$ cat src/rtl/fadd_pkg.sv
// Shared widths and the S1-to-S2 payload for the floating-point add
// pre-alignment pipeline.
package fadd_pkg;

   localparam int FRAC_WIDTH  = 36;
   localparam int EXP_WIDTH   = 8;
   localparam int ALIGN_WIDTH = FRAC_WIDTH + 2;  // significand plus guard and round

   // Operands after compare/swap, before alignment.
   typedef struct packed {
      logic [FRAC_WIDTH-1:0] elarge;
      logic [FRAC_WIDTH-1:0] esmall;
      logic [EXP_WIDTH-1:0]  exp_large;
      logic [EXP_WIDTH-1:0]  exp_diff;
      logic                  far_sign;
      logic                  eff_sub;
   } s1_payload_t;

endpackage

$ cat src/rtl/fadd_rshift_sticky.sv
// Right shifter that also reports whether any set bit fell off the bottom.
module fadd_rshift_sticky
   import fadd_pkg::*;
#(
   parameter int WIDTH       = ALIGN_WIDTH,
   parameter int SHIFT_WIDTH = EXP_WIDTH
) (
   input  logic [WIDTH-1:0]       value,
   input  logic [SHIFT_WIDTH-1:0] amount,
   output logic [WIDTH-1:0]       shifted,
   output logic                   sticky
);

   logic [WIDTH-1:0] lost_mask;

   // A shift of WIDTH or more yields zero here and an all-ones loss mask,
   // which is exactly the "everything shifted out" case.
   assign shifted   = value >> amount;
   assign lost_mask = ~({WIDTH{1'b1}} << amount);
   assign sticky    = |(value & lost_mask);

endmodule

$ cat src/rtl/fadd_prep_n36.sv
// Two-stage add/sub preparation: S1 compares and swaps operands, S2 aligns the
// smaller significand and selects between close and far paths.
module fadd_prep_n36 #(
   parameter int FRAC_WIDTH = fadd_pkg::FRAC_WIDTH,
   parameter int EXP_WIDTH  = fadd_pkg::EXP_WIDTH
) (
   input  logic                  clk,
   input  logic                  rst,
   input  logic                  in_valid,
   output logic                  in_ready,
   input  logic                  op_sub,
   input  logic                  sign_a,
   input  logic                  sign_b,
   input  logic [EXP_WIDTH-1:0]  exp_a,
   input  logic [EXP_WIDTH-1:0]  exp_b,
   input  logic [FRAC_WIDTH-1:0] mant_a,
   input  logic [FRAC_WIDTH-1:0] mant_b,
   output logic                  out_valid,
   input  logic                  out_ready,
   output logic [FRAC_WIDTH-1:0] elarge_op,
   output logic [FRAC_WIDTH-1:0] esmall_op,
   output logic [EXP_WIDTH-1:0]  exp_f,
   output logic                  far_sign,
   output logic                  exp_a_neq_b,
   output logic                  eff_sub,
   output logic                  path_close,
   output logic [FRAC_WIDTH+1:0] far_small_aligned,
   output logic                  far_sticky
);

   fadd_pkg::s1_payload_t s1_d;
   fadd_pkg::s1_payload_t s1_q;

   logic s1_valid;
   logic s2_valid;
   logic s1_load;
   logic s2_load;
   logic swap;
   logic sign_b_eff;

   logic [FRAC_WIDTH+1:0] align_shifted;
   logic                  align_sticky;
   logic                  close_sel;

   // S2 refills whenever it is empty or draining; S1 frees whenever S2 refills,
   // so accepting under this condition never overwrites live data.
   assign in_ready  = !s1_valid || !s2_valid || out_ready;
   assign s1_load   = in_valid && in_ready;
   assign s2_load   = s1_valid && (!s2_valid || out_ready);
   assign out_valid = s2_valid;

   // Stage 1: compare exponents, swap so the larger-exponent operand leads.
   always_comb begin
      s1_d       = '0;
      swap       = exp_b > exp_a;
      sign_b_eff = sign_b ^ op_sub;

      s1_d.eff_sub = sign_a ^ sign_b_eff;
      if (swap) begin
         s1_d.elarge    = mant_b;
         s1_d.esmall    = mant_a;
         s1_d.exp_large = exp_b;
         s1_d.exp_diff  = exp_b - exp_a;
         s1_d.far_sign  = sign_b_eff;
      end else begin
         s1_d.elarge    = mant_a;
         s1_d.esmall    = mant_b;
         s1_d.exp_large = exp_a;
         s1_d.exp_diff  = exp_a - exp_b;
         s1_d.far_sign  = sign_a;
      end
   end

   always_ff @(posedge clk or posedge rst) begin
      if (rst) begin
         s1_valid <= 1'b0;
         s2_valid <= 1'b0;
      end else begin
         if (s1_load) begin
            s1_valid <= 1'b1;
         end else if (s2_load) begin
            s1_valid <= 1'b0;
         end

         if (s2_load) begin
            s2_valid <= 1'b1;
         end else if (out_ready) begin
            s2_valid <= 1'b0;
         end
      end
   end

   // NOTE: data registers are reset too, so outputs read as zero after reset
   // rather than leftover values; the cost is a reset net on every flop.
   always_ff @(posedge clk or posedge rst) begin
      if (rst) begin
         s1_q <= '0;
      end else if (s1_load) begin
         s1_q <= s1_d;
      end
   end

   // Stage 2: far-path alignment is always computed; the close path just
   // consumes the unshifted operands.
   fadd_rshift_sticky #(
      .WIDTH       (FRAC_WIDTH + 2),
      .SHIFT_WIDTH (EXP_WIDTH)
   ) u_align (
      .value   ({s1_q.esmall, 2'b00}),
      .amount  (s1_q.exp_diff),
      .shifted (align_shifted),
      .sticky  (align_sticky)
   );

   assign close_sel = s1_q.eff_sub && (s1_q.exp_diff <= EXP_WIDTH'(1));

   // Output registers load only on S2 advance, which holds them during a stall.
   always_ff @(posedge clk or posedge rst) begin
      if (rst) begin
         elarge_op         <= '0;
         esmall_op         <= '0;
         exp_f             <= '0;
         far_sign          <= 1'b0;
         exp_a_neq_b       <= 1'b0;
         eff_sub           <= 1'b0;
         path_close        <= 1'b0;
         far_small_aligned <= '0;
         far_sticky        <= 1'b0;
      end else if (s2_load) begin
         elarge_op         <= s1_q.elarge;
         esmall_op         <= s1_q.esmall;
         exp_f             <= s1_q.exp_large;
         far_sign          <= s1_q.far_sign;
         exp_a_neq_b       <= |s1_q.exp_diff;
         eff_sub           <= s1_q.eff_sub;
         path_close        <= close_sel;
         far_small_aligned <= align_shifted;
         far_sticky        <= align_sticky;
      end
   end

endmodule
$ cat config.mk
export PLATFORM = sky130hd
export DESIGN_NAME = fadd_prep_n36
export DESIGN_NICKNAME = d
export VERILOG_FILES = /design/src/rtl/fadd_pkg.sv /design/src/rtl/fadd_rshift_sticky.sv /design/src/rtl/fadd_prep_n36.sv
export SDC_FILE = /design/constraint.sdc
export NUM_CORES = 1
export LEC_CHECK = 0
export CAP_MARGIN = 20
export CORE_ASPECT_RATIO = 1.75
export CORE_UTILIZATION = 45
export CTS_CLUSTER_SIZE = 25
export DETAILED_ROUTE_END_ITERATION = 10
export GPL_TIMING_DRIVEN = 0
export HOLD_SLACK_MARGIN = 0.1
export MAX_ROUTING_LAYER = met4
export PLACE_DENSITY = 0.73
export SLEW_MARGIN = 20
export SYNTH_ARGS = -nofsm -noshare
export SYNTH_HDL_FRONTEND = slang
export SYNTH_SLANG_ARGS = --single-unit
$ cat constraint.sdc
create_clock -name clk -period 7 [get_ports clk]
set_clock_uncertainty 0.1 [all_clocks]
set_input_delay 1.05 -clock clk [delete_from_list [all_inputs] [get_ports clk]]
set_output_delay 1.05 -clock clk [all_outputs]
set_load 0.01 [all_outputs]
==> impl_results.md <==
* Net Sw Frac at 39.4%
* Top cells by area, synth: dfrtp_1, nand2_1, mux2i_1, o21ai_1, mux4_2
* Routed WL per cell at 24.9 µm
* CTS Buf Count at 21
* Endpoints failing hold at 0
* Area leader, netlist: dfrtp_1
* Switching power at 1.93 mW
* Asr flop ratio synth at between 90% and 100%
* Grt total ovfl at 0
* Pint at between 2 and 3 mW
* Leakage at between 6 and 7 nW
* Clock latency on the worst-skew pair at 520 ps
* Largest net degree at the start of global routing at 36
* Placed insts at 1,922
* Std-Cell Rows at about 80
* Crit path time final at 4000 ps
* Post-CTS sizing at 0
* Post-cts hold buffer count at 0
* Fin Setup TNS at 0 ps
* Seq cells post-synth at 215
* Final WS setup at 3000 ps
* Clock root buffer: clkbuf_16
* Total core area at 26,500 µm²
* Worst min-delay path class: reg -> reg
* Arrival time worst endpoint at 4280 ps
* Fin. max-slew vios at 0
* Antenna Violating Nets Remaining at 0
* Final wirelength at 48.8 mm
* Sequential share of power at approximately 36%
* Most used DFF post-synth: dfrtp_1
* First-pass GRT wire length at ~73 mm
* Final core occ at 58.6%
* Number of flops mapped to enable cells by yosys at 0
* Post-route DRC at 0
* Commonest cells post-synth: nand2_1, dfrtp_1, mux2i_1
* Tot GR Track Use at a little under two fifths
* Crit. Startpoint: exp_b[0]
* Via-to-Cell Ratio at 5.97
* N_diodes at 0
* WHS at 366 ps
* Placed Instance Area at 14,900 µm²
* CP required at 7280 ps
* Crit path cell chain: clkdlybuf4s50_1 -> inv_1 -> ha_1 -> fa_1 -> nand3b_1 -> a21oi_1 -> o21a_1 -> clkbuf_1 -> buf_2 -> mux2i_1 -> o21ai_1
* Clock Tree Buf Depth at 3
* Top-count cell post-synth: nand2_1
* Die height at 219 µm
* Tightest Pin Transition at 1060 ps
* Power Density at approximately 310 nW/µm²
* Layout Cells excl Fill at 1,957
* Fraction of layout cells with a size suffix above 1 at under 10%
* Clock transition at path regs at 70 ps
* Synth warn at 0
* Die W at 126 µm
* Initial Utilization at 45.7%
* First-pass detailed-route iteration total at 5
* Buffers on Ports at 219
* Final net count at 1,733
* Routability cong. at 1.02
* Worst reg2reg setup slack at between 3000 and 4000 ps
* Relative slew slack at 29.0%
* Via count at 11,693
* Overall power at just under 5 mW
* Die area at 27,600 µm²
* Syn Area/Cell at 8.82 µm²
* RSZ-0062 raised after global routing: false
* Reg2reg start: s1_q[2]
* Setup crit end kind: flop
* Slowest stage cell, crit path: clkdlybuf4s50_1
* Comb pwr share at approximately two fifths
* H-tree levels at 1
* R2R depth at 9
* Crit path largest cell delay at 530 ps
* Period utilisation layout at 57.2%
* Status: finished, final reports clean
* Final Setup Violations at 0
* Critical Path End: s1_q[88]
* Sequential share of the synthesized area at 44.4%
* Post-route cell area at 15,500 µm²
* Post-CTS Setup Bufs at 0
* Reg2reg end: far_small_aligned[4]
* Pre-CTS setup slack at between 2000 and 3000 ps
* Number of global-route vias before repair at 12,215
* Max-Cap Viols at 0
* Critical path class: in -> reg
* DR iter-0 viols at about 750
* Area growth syn-to-layout at 28.1%
* Distinct cells, synth at 73
* Initial antenna violation count at 0
* Clock Sinks at 215
* Post-synth top area share at between 40% and 50%
* DP HPWL at 37.7 mm
* Clock Power Share at around 23%
* Mapped Cells at ~1,400
* Mapped cell area at between 10,000 and 15,000 µm²
* Net Count, Synth at 1,485
* FMAX at 250 MHz
* Top-Level Pins at 220
* CP Launch Type: input port
* Worst Path Max Fanout at 10
* Worst ir drop on vdd at 211 µV
* CTS tree: yes
placed cells by master (no fill, tap or decap), types with 7 or more instances in the layout:
cell type | synthesis | routed
buf_2 | 14 | 14
nor3_1 | 34 | 31
buf_1 | 7 | 7
clkdlybuf4s50_1 | 0 | 219
mux4_2 | 22 | 22
ha_1 | 15 | 15
nand2_1 | 406 | 406
clkbuf_8 | 0 | 8
o21ai_0 | 39 | 39
inv_1 | 26 | 25
nand2b_1 | 7 | 7
o21ai_1 | 100 | 100
a22o_1 | 8 | 8
clkbuf_16 | 0 | 21
nor2_1 | 52 | 52
a211oi_1 | 10 | 10
o211ai_1 | 7 | 7
mux2i_1 | 125 | 125
a21oi_1 | 54 | 54
dfrtp_1 | 215 | 215
o22ai_1 | 7 | 7
nand3_1 | 12 | 12
clkbuf_1 | 81 | 85
state kept, by name, summed over array words and instances, names as in the netlist:
register and cells:
exp_f 8, out_valid 1, eff_sub 1, path_close 1
s1_q 90, exp_a_neq_b 1, esmall_op 36, far_small_aligned 38
far_sign 1, far_sticky 1, s1_valid 1, elarge_op 36
power groups by stage:
stage               clock network [mW]  logic [mW]  registers (mW)
floorplan                            0        1.03            1.74
CTS                               1.13        2.00            1.73
detailed placement                   0        1.99            1.75
global placement                     0        1.97            1.74
finish                            1.12        2.03            1.73
global route                      1.17        2.16            1.76
logic make-up after synthesis:
kind of cell | count (synthesis) | synth area share (%)
multiplexers | 154 | 15.1
buffers and inverters | 136 | 4.61
AO/OA/AOI/OAI | 293 | 14.9
flip-flops | 215 | 44.4
AND/OR/NAND/NOR | 553 | 18.8
adder cells (fa/ha/maj) | 17 | 1.88
XOR/XNOR | 5 | 0.362
layer usage:
layer | vias to the layer above | share of wire, % | global-route usage [%]
met1 | 5685 | 34 | 36.0
met5 | - | 0 | -
met4 | 0 | 8.9 | 29.4
met3 | 219 | 5.4 | 5.17
li1 | 5253 | - | -
met2 | 536 | 52 | 65.5
worst max-delay path: cells and delay by family:
family | cells | cell delay [ps]
AOI/OAI and AO/OA | 3 | 540
adders and majority gates | 2 | 610
buffers and inverters | 4 | 1560
muxes | 1 | 290
and+or+nand+nor | 1 | 220
worst min path at each step:
stage	startpoint	endpoint	slack [ps]	cells past startpoint
6_report	s1_q[55]	elarge_op[1]	370	2
5_1_grt	s1_q[55]	elarge_op[1]	400	2
3_5_place_dp	s1_q[82]	elarge_op[28]	350	2
3_3_place_gp	s1_q[82]	elarge_op[28]	350	2
2_1_floorplan	s1_q[54]	elarge_op[0]	340	2
4_1_cts	s1_q[82]	elarge_op[28]	370	2
area by class of cell:
type,count,area [µm²]
Multi-Input combinational cell,1022,6200
Inverter,27,105
Fill cell,2415,11000
Tap cell,324,405
Clock buffer,33,651
Timing Repair Buffer,225,2310
Buffer,109,457
Sequential cell,215,5380
Clock inverter,2,12.5
Power figures use the tool's default switching activity.
